--- src/rtl/hash_cmd_master.sv ---
// hash_cmd_master: single-outstanding host-to-hash-table command/response front end.
// Optional response watchdog enabled by defining HASH_CMD_TIMEOUT_EN.
module hash_cmd_master #(
  parameter int KEY_WIDTH      = 5,
  parameter int DATA_WIDTH     = 25,
  parameter int TIMEOUT_CYCLES = 255
) (
  input  logic                            clk,
  input  logic                            reset,
  input  logic                            req_valid_i,
  output logic                            req_ready_o,
  input  logic [1:0]                      req_op_i,
  input  logic [KEY_WIDTH-1:0]            req_key_i,
  input  logic [DATA_WIDTH-1:0]           req_data_i,
  output logic                            resp_valid_o,
  input  logic                            resp_ready_i,
  output logic [KEY_WIDTH-1:0]            resp_key_o,
  output logic [DATA_WIDTH-1:0]           resp_data_o,
  output logic [2:0]                      resp_status_o,
  output logic [2+KEY_WIDTH+DATA_WIDTH-1:0] tbl_data_o,
  output logic                            tbl_valid_o,
  input  logic                            tbl_ready_i,
  input  logic [31:0]                     tbl_data_i,
  input  logic                            tbl_valid_i,
  output logic                            tbl_ready_o,
  output logic [15:0]                     err_count_o
);
  typedef enum logic [1:0] {IDLE, SEND, WAIT, REPLY} state_t;
  state_t                  r_state, w_next;
  logic [1:0]              r_op;
  logic [KEY_WIDTH-1:0]    r_key;
  logic [DATA_WIDTH-1:0]   r_data, r_resp_data;
  logic [2:0]              r_status;
  logic [15:0]             r_err;
  logic [3:0]              w_flags;
  logic                    w_multi, w_timeout, w_enter_reply, w_stray, w_unused;
  logic [2:0]              w_flag_status, w_status;
  logic [1:0]              w_inc;
  logic [16:0]             w_sum;

`ifdef HASH_CMD_TIMEOUT_EN
  localparam int TW = $clog2(TIMEOUT_CYCLES + 1);
  logic [TW-1:0] r_wdog;
  // Counts WAIT cycles; held at zero outside WAIT so every entry starts fresh.
  always_ff @(posedge clk or negedge reset)
    if (!reset) r_wdog <= '0;
    else        r_wdog <= (r_state == WAIT) ? r_wdog + 1'b1 : '0;
  assign w_timeout = (r_state == WAIT) && (r_wdog == TW'(TIMEOUT_CYCLES - 1));
`else
  logic w_unused_to;
  assign w_unused_to = (TIMEOUT_CYCLES > 0);
  assign w_timeout   = 1'b0;
`endif

  assign w_unused = ^tbl_data_i[27:DATA_WIDTH];
  assign w_flags  = tbl_data_i[31:28];
  // More than one flag set iff clearing the lowest set bit leaves something.
  assign w_multi  = |(w_flags & (w_flags - 4'd1));
  assign w_flag_status = (w_flags == 4'd0) ? 3'd0 :
                         w_multi           ? 3'd7 :
                         w_flags[3]        ? 3'd1 :
                         w_flags[2]        ? 3'd2 :
                         w_flags[1]        ? 3'd3 : 3'd4;
  // A live response beats a same-cycle watchdog expiry.
  assign w_status = (r_state == IDLE)         ? 3'd5 :
                    (w_timeout && !tbl_valid_i) ? 3'd6 : w_flag_status;
  assign w_enter_reply = (r_state == IDLE && req_valid_i && req_op_i == 2'b00) ||
                         (r_state == WAIT && (tbl_valid_i || w_timeout));
  assign w_stray = (r_state == IDLE) && tbl_valid_i;
  assign w_inc   = 2'(w_enter_reply && w_status != 3'd0) + 2'(w_stray);
  assign w_sum   = {1'b0, r_err} + 17'(w_inc);

  always_ff @(posedge clk or negedge reset)
    if (!reset) r_state <= IDLE;
    else        r_state <= w_next;

  always_comb begin
    w_next = r_state;
    case (r_state)
      IDLE:  if (req_valid_i)              w_next = (req_op_i == 2'b00) ? REPLY : SEND;
      SEND:  if (tbl_ready_i)              w_next = WAIT;
      WAIT:  if (tbl_valid_i || w_timeout) w_next = REPLY;
      REPLY: if (resp_ready_i)             w_next = IDLE;
    endcase
  end

  always_comb begin
    req_ready_o  = (r_state == IDLE);
    tbl_valid_o  = (r_state == SEND);
    tbl_ready_o  = (r_state == IDLE) || (r_state == WAIT);
    resp_valid_o = (r_state == REPLY);
  end

  always_ff @(posedge clk or negedge reset)
    if (!reset) begin
      r_op        <= '0;
      r_key       <= '0;
      r_data      <= '0;
      r_status    <= '0;
      r_resp_data <= '0;
      r_err       <= '0;
    end else begin
      if (r_state == IDLE && req_valid_i) begin
        r_key <= req_key_i;
        if (req_op_i != 2'b00) begin
          r_op   <= req_op_i;
          r_data <= (req_op_i == 2'b10) ? req_data_i : '0;
        end
      end
      if (w_enter_reply) begin
        r_status    <= w_status;
        r_resp_data <= (r_state == WAIT && tbl_valid_i && r_op == 2'b01 && w_flag_status == 3'd0)
                       ? tbl_data_i[DATA_WIDTH-1:0] : '0;
      end
      r_err <= w_sum[16] ? 16'hFFFF : w_sum[15:0];
    end

  assign tbl_data_o    = {r_op, r_key, r_data};
  assign resp_key_o    = r_key;
  assign resp_data_o   = r_resp_data;
  assign resp_status_o = r_status;
  assign err_count_o   = r_err;
endmodule
--- config.mk ---
export PLATFORM = sky130hd
export DESIGN_NAME = hash_cmd_master
export DESIGN_NICKNAME = d
export VERILOG_FILES = /design/src/rtl/hash_cmd_master.sv
export SDC_FILE = /design/constraint.sdc
export NUM_CORES = 1
export LEC_CHECK = 0
export BUFFER_PORTS_ARGS = -buffer_cell sky130_fd_sc_hd__buf_2
export CELL_PAD_IN_SITES_DETAIL_PLACEMENT = 1
export CELL_PAD_IN_SITES_GLOBAL_PLACEMENT = 2
export CORE_AREA = 2 2 107 109
export DETAILED_ROUTE_END_ITERATION = 8
export DIE_AREA = 0 0 109 111
export HOLD_SLACK_MARGIN = 0.05
export PLACE_DENSITY_LB_ADDON = 0.1
export SLEW_MARGIN = 20
export SYNTH_ARGS = -nofsm -noshare
export SYNTH_HDL_FRONTEND = slang
export SYNTH_SLANG_ARGS = --single-unit
--- constraint.sdc ---
create_clock -name clk -period 4.95 [get_ports clk]
set_clock_uncertainty 0.1 [all_clocks]
set_input_delay 0.495 -clock clk [delete_from_list [all_inputs] [get_ports clk]]
set_output_delay 0.495 -clock clk [all_outputs]
set_load 0.05 [all_outputs]
==> impl_metrics.toml, run 1 <==
[critical_path]
crit_buf_inv = 2
crit_path_cell_trace = "inv_1 -> ha_1 -> and2_1 -> a21boi_2 -> buf_4 -> a21oi_1 -> fa_1 -> ha_1 -> nand4_4 -> nor3_4 -> nand3_2 -> o21ai_1"
rrSetupSlack_ns = 1.13
crit_path_top_delay_cell = "and2_1"
critPathTopFamily = "simple AND/OR/NAND/NOR gates"
endpoint_kind = "register"
crit_fanout = 30
cp-start-kind = "register"
worstPathArrival_ns = 3.97
required_ns = 5.10
worst_path_largest_cell_delay_ns = 0.53
crit_top_cell = "ha_1"
path_class = "reg -> reg"

[min_path]
hp-class = "in -> async"

[finish]
stdcell_count = 550
multiInputGateArea_um2 = 1200
drive_gt1_frac = 0.4791
fin_nets = 478
final_util = 0.3992
nFillCells = 1235
antenna_cells = 0
area.sequential_um2 = 1952
area_growth_pct = 34.07

[yosys]
synth.area.top_cells = "dfrtp_1 (59%), a22o_1 (13%), xnor2_1 (2.1%), nand2_2 (2.1%), mux2_2 (2.0%)"
synth-seq-cells = 78
synth.net_count = 333
synth_warnings = 0
yosysMostFrequentCell = "dfrtp_1"
ys_seq_area_frac = 0.5918
synth_area_leader_cell = "dfrtp_1"
syn-cell-area_um2 = 3298
ys.flop_type = "dfrtp_1"
yosysUniqueCellTypes = 43
syn_avg_cell_area_um2 = 12.83
synthArstFlopShare = 1.000
yosys-top-cells-count = "dfrtp_1 (78), a22o_1 (50), nand2_1 (12)"
synth_top_area_share = 0.5918
synthCells = 257
synth_edf_count = 0

[sta]
slew_viol_final = 0
hold_slack_ns = 0.07620
setup_violations = 0
fmax_ghz = 0.2621
hold_viol_final = 0
worst_pin_slew_ns = 0.9479
fin_crit_sh = 0.7707
setup_tns_ns = 0
slew_headroom = 0.3681
layout_min_cycle_time_ns = 3.815
rsz0062_at_grt = "no"

[global_routing]
gr-usage-all-layers = 0.1540
grt_pass1_wl_mm = 14.39
grt_pass1_vias = 2700
antenna_found_initial = 0
overflow = 0
grt_max_degree = 79

[floorplan]
die-area_um2 = 12100
die_h_um = 111
row_count = 39
core_area_um2 = 11080
pin_count = 155
die_w_um = 109
start_util = 0.2978

[pwr]
p_sw_mw = 1.480
power_frac_seq = 0.315
combPwrFrac = 0.475
p_total_mw = 3.010
p_int_mw = 1.530
clock_power_share = 0.210
swShare = 0.4918
ir_drop_uv = 289.3
leakage_nw = 2.390
power.density_nw_per_um2 = 680.7

[clocking]
tritoncts = "yes"
insertion_delay_ns = 0.34
post_cts_resize_count = 0
clock-root-buffer = "clkbuf_16"
cts-htree-levels = 3
postCtsHoldBufs = 0
cts_setup_buffers = 0
cts.sinks = 78
cts_buffers = 9
clock_path_buffers = 2
clk_pin_slew_worst_paths_ns = 0.06

[routing]
finalWirelength_mm = 8.981
post-route-drc-count = 0
dr.first_iter.drc_count = 97
wl_per_cell_um = 16.33
via_count = 2616
drtPass1Iterations = 4
via_per_inst = 4.756
drtAntennaViolNets = 0

[placement]
post-place-cells = 534
port_buffers = 151
gp_congestion = 0.7408
hpwl_mm = 6.298

[run_status]
status = "complete, no violations"

[run]
maxCapViolCount = 0
## power groups by stage
stage	sequential, mW	combinational [mW]	clock (mW)
after floorplan	1.55	0.523	0
after global placement	0.954	1.43	0
after detailed placement	0.961	1.44	0
after CTS	0.951	1.45	0.651
after global routing	0.977	1.51	0.685
final	0.949	1.43	0.633
## worst reg2reg max path: cells and delay by family (launching register included)
| kind | cells | cell delay, ns |
|---|---|---|
| adders and majority gates | 3 | 0.93 |
| AOI/OAI and AO/OA | 3 | 0.52 |
| buffers and inverters | 2 | 0.36 |
| DFF | 1 | 0.40 |
| and+or+nand+nor | 4 | 1.42 |
## metrics by stage
step	area [um2]	setup slack, ns
2_1_floorplan	3298	1.615
3_5_place_dp	4130	1.048
3_3_place_gp	4130	1.147
6_report	4422	1.135
5_1_grt	4422	0.6766
4_1_cts	4410	1.033
## cells by family after synthesis
| logic type | synth area share |
|---|---|
| AO/OA/AOI/OAI | 0.1658 |
| XOR/XNOR | 0.02390 |
| multiplexers | 0.02959 |
| flip-flops | 0.5918 |
| AND/OR/NAND/NOR | 0.1131 |
| buffers and inverters | 0.04780 |
| adder cells (fa/ha/maj) | 0.02807 |
## layout by cell type, fill, tap and decap left out, types with 2 or more instances in the layout
| cell type | count |
|---|---|
| a21oi_1 | 5 |
| a22o_1 | 50 |
| and2_1 | 3 |
| and3_1 | 3 |
| buf_2 | 150 |
| clkbuf_16 | 9 |
| clkinvlp_4 | 2 |
| dfrtp_1 | 78 |
| ha_1 | 5 |
| inv_1 | 11 |
| inv_6 | 3 |
| mux2_2 | 6 |
| mux2i_1 | 3 |
| nand2_1 | 12 |
| nand2_2 | 11 |
| nand2b_1 | 2 |
| nand3_1 | 4 |
| nand3_2 | 2 |
| nand4_1 | 3 |
| nor2_1 | 6 |
| nor3_1 | 3 |
| nor4_1 | 3 |
| xnor2_1 | 8 |
## flip-flops by register name (all words and copies together) (netlist names)
signal	cells
r_data	25
r_state	2
resp_data_o	25
r_op	2
resp_key_o	5
resp_status_o	3
err_count_o	16
## layout make-up
| cell class | count | area share |
|---|---|---|
| flip-flops and latches | 78 | 0.4414 |
| multi-input cells | 150 | 0.2714 |
| clock inverters | 7 | 0.01245 |
| repair buffers | 152 | 0.1740 |
| clock buffers | 9 | 0.05093 |
| well taps | 143 | 0.04046 |
| inverters | 11 | 0.009338 |
## final timing paths
| kind | depth (start not counted) | to | start |
|---|---|---|---|
| setup / recovery | 12 | err_count_o[11]$_DFF_PN0_ | r_state[1]$_DFFE_PN0P_ |
| hold / removal | 1 | resp_data_o[10]$_DFFE_PN0P_ | reset |
| setup reg to reg | 12 | err_count_o[11]$_DFF_PN0_ | r_state[1]$_DFFE_PN0P_ |
| hold reg to reg | 2 | resp_status_o[1]$_DFFE_PN0P_ | resp_status_o[1]$_DFFE_PN0P_ |
| max in group asynchronous | 1 | err_count_o[4]$_DFF_PN0_ | reset |
| min in group clk | 2 | r_data[16]$_DFFE_PN0P_ | req_data_i[16] |
## metal layers
| metal | track usage | wire (um) | vias to the layer above |
|---|---|---|---|
| li1 | - | - | 1218 |
| met1 | 0.2066 | 3983 | 1297 |
| met2 | 0.2377 | 4246 | 89 |
| met3 | 0.03762 | 605 | 12 |
| met4 | 0.06068 | 144 | 0 |
| met5 | 0 | 0 | - |
(Power assumes the default switching activity.)
==> run 2: changes to the inputs <==
--- a/config.mk
+++ b/config.mk
@@ -8,9 +8,9 @@
 export BUFFER_PORTS_ARGS = -buffer_cell sky130_fd_sc_hd__buf_2
 export CELL_PAD_IN_SITES_DETAIL_PLACEMENT = 1
 export CELL_PAD_IN_SITES_GLOBAL_PLACEMENT = 2
-export CORE_AREA = 2 2 107 109
+export CORE_AREA = 2 2 116 118
 export DETAILED_ROUTE_END_ITERATION = 8
-export DIE_AREA = 0 0 109 111
+export DIE_AREA = 0 0 118 120
 export HOLD_SLACK_MARGIN = 0.05
 export PLACE_DENSITY_LB_ADDON = 0.1
 export SLEW_MARGIN = 20
==> constraint.sdc (replaced) <==
create_clock -name clk -period 3.46 [get_ports clk]
set_clock_uncertainty 0.1 [all_clocks]
set_input_delay 0.346 -clock clk [delete_from_list [all_inputs] [get_ports clk]]
set_output_delay 0.346 -clock clk [all_outputs]
set_load 0.05 [all_outputs]
==> run 2 against run 1 <==
  * Combinational power increased by 44%
  * Flip-flop and latch count unchanged
  * Fmax increased by 25%
  * Register-to-register slack got worse by 0.73 ns
  * Highest routed layer unchanged
  * Count of clock-buffer cells in the layout increased by 3
  * Cell count increased by 6.4%
  * Final area increased by 2.2%
  * Setup slack got worse by 0.73 ns
  * Sequential share of layout area decreased by 0.93 points
  * Sequential power increased by 42%
  * Largest cell class unchanged
  * Clock power increased by 60%
  * Wire length increased by 1.3%
==> impl_metrics.toml, run 2 (synthesis gave the netlist of run 1 again) <==
[routing]
wl_per_cell_um = 15.55
finalWirelength_mm = 9.099
via_per_inst = 4.487
drtPass1Iterations = 4
via_count = 2625
drtAntennaViolNets = 0
post-route-drc-count = 0
dr.first_iter.drc_count = 97

[floorplan]
die-area_um2 = 14160
core_area_um2 = 12980
pin_count = 155
row_count = 42
start_util = 0.2541
die_h_um = 120
die_w_um = 118

[sta]
hold_viol_final = 0
fmax_ghz = 0.3275
setup_violations = 0
setup_tns_ns = 0
rsz0062_at_grt = "no"
fin_crit_sh = 0.8826
slew_headroom = 0.3871
layout_min_cycle_time_ns = 3.054
worst_pin_slew_ns = 0.9193
slew_viol_final = 0

[critical_path]
crit_fanout = 14
cp-endpoint = "err_count_o[11]$_DFF_PN0_"
crit_top_cell = "ha_1"
path_class = "reg -> reg"
rr_worst_depth = 11
crit_buf_inv = 1
endpoint_kind = "register"
crit_path_start = "r_state[1]$_DFFE_PN0P_"
worstPathArrival_ns = 3.20
worstReg2RegEnd = "err_count_o[11]$_DFF_PN0_"
worst_path_largest_cell_delay_ns = 0.40
crit_path_top_delay_cell = "dfrtp_1"
rrSetupSlack_ns = 0.41
required_ns = 3.61
cp-start-kind = "register"
critical_path_depth = 11
crit_path_cell_trace = "inv_1 -> ha_1 -> and2_1 -> a21boi_2 -> a21oi_1 -> fa_1 -> ha_1 -> nand4_4 -> nor3_4 -> nand3_2 -> o21ai_1"
critPathTopFamily = "simple AND/OR/NAND/NOR gates"
rr_startpoint = "r_state[1]$_DFFE_PN0P_"

[finish]
layout_common_cells = "buf_2 (150), dfrtp_1 (78), a22o_1 (50)"
final_util = 0.3480
antenna_cells = 0
final_common_cell = "buf_2"
area_growth_pct = 36.95
drive_gt1_frac = 0.4768
stdcell_count = 585
fin_nets = 481

[clocking]
post_cts_resize_count = 0
cts_setup_buffers = 0
tritoncts = "yes"
cts_buffers = 9
clock-root-buffer = "clkbuf_16"
insertion_delay_ns = 0.33
clock_path_buffers = 2
cts.sinks = 78
cts-htree-levels = 3
postCtsHoldBufs = 0
clk_pin_slew_worst_paths_ns = 0.06

[placement]
post-place-cells = 570
hpwl_mm = 6.467
port_buffers = 151
gp_congestion = 0.6637

[pwr]
p_total_mw = 4.423
leakage_nw = 2.424
ir_drop_uv = 460.7
power.density_nw_per_um2 = 979.2

[global_routing]
grt_pass1_vias = 2653
grt_max_degree = 70
gr-usage-all-layers = 0.1317
grt_pass1_wl_mm = 14.41
antenna_found_initial = 0
overflow = 0

[run]
maxCapViolCount = 0

[run_status]
status = "complete, no violations"

[min_path]
hp-class = "in -> async"
==> run 2: cell types whose count changed in the layout (fill, tap and decap cells not counted), sizes merged <==
cell,delta
buf,+3
clkbuf,+3
inv,-3
bufinv,+2
clkinvlp,-2
clkinv,-1
==> run 2: per-layer routing <==
metal  vias up  routed length, um  track usage
li1       1225                  -            -
met1      1294               4117       0.1716
met2        94               4293       0.2053
met3        12                504      0.03232
met4         0                184      0.06325
met5         -                  0            0
==> run 2: report_power, final <==
part	total, mW	switching, mW	internal (mW)
Combinational	2.06	1.53	0.533
Sequential	1.35	0.181	1.17
Clock	1.01	0.361	0.649
Total	4.42	2.07	2.35
==> run 2: how the worst min path moves through the flow <==
stage / end / depth (start not counted)
floorplan: err_count_o[0]$_DFF_PN0_ / 0
global placement: resp_status_o[1]$_DFFE_PN0P_ / 2
detailed placement: r_data[3]$_DFFE_PN0P_ / 1
CTS: r_state[0]$_DFFE_PN0P_ / 1
global route: r_data[23]$_DFFE_PN0P_ / 2
finish: r_state[0]$_DFFE_PN0P_ / 1
==> run 2: per-stage QoR <==
step                      hold slack, ns  setup WS [ns]  area, um2
after floorplan                 -0.04959         0.1246       3298
after global placement            0.3651         0.4068       4194
after detailed placement          0.3852         0.3017       4194
after CTS                         0.1042         0.2925       4509
after global routing              0.1161        0.07049       4517
final                            0.05276         0.4062       4517
==> run 2: layout make-up <==
type	instances	area, um2
multi-input combinational	150	1200
inverter	11	41.29
tap	176	220.2
clock inverter	3	68.82
fill	1478	8463
clock buffer	12	246.5
timing repair buffer	155	788.3
sequential	78	1952
==> run 2: worst register-to-register path: stages, from the launching register on <==
cell and delay, ns:
dfrtp_1 0.40, inv_1 0.11, ha_1 0.24, and2_1 0.18, a21boi_2 0.06, a21oi_1 0.23
fa_1 0.28, ha_1 0.29, nand4_4 0.16, nor3_4 0.31, nand3_2 0.40, o21ai_1 0.20
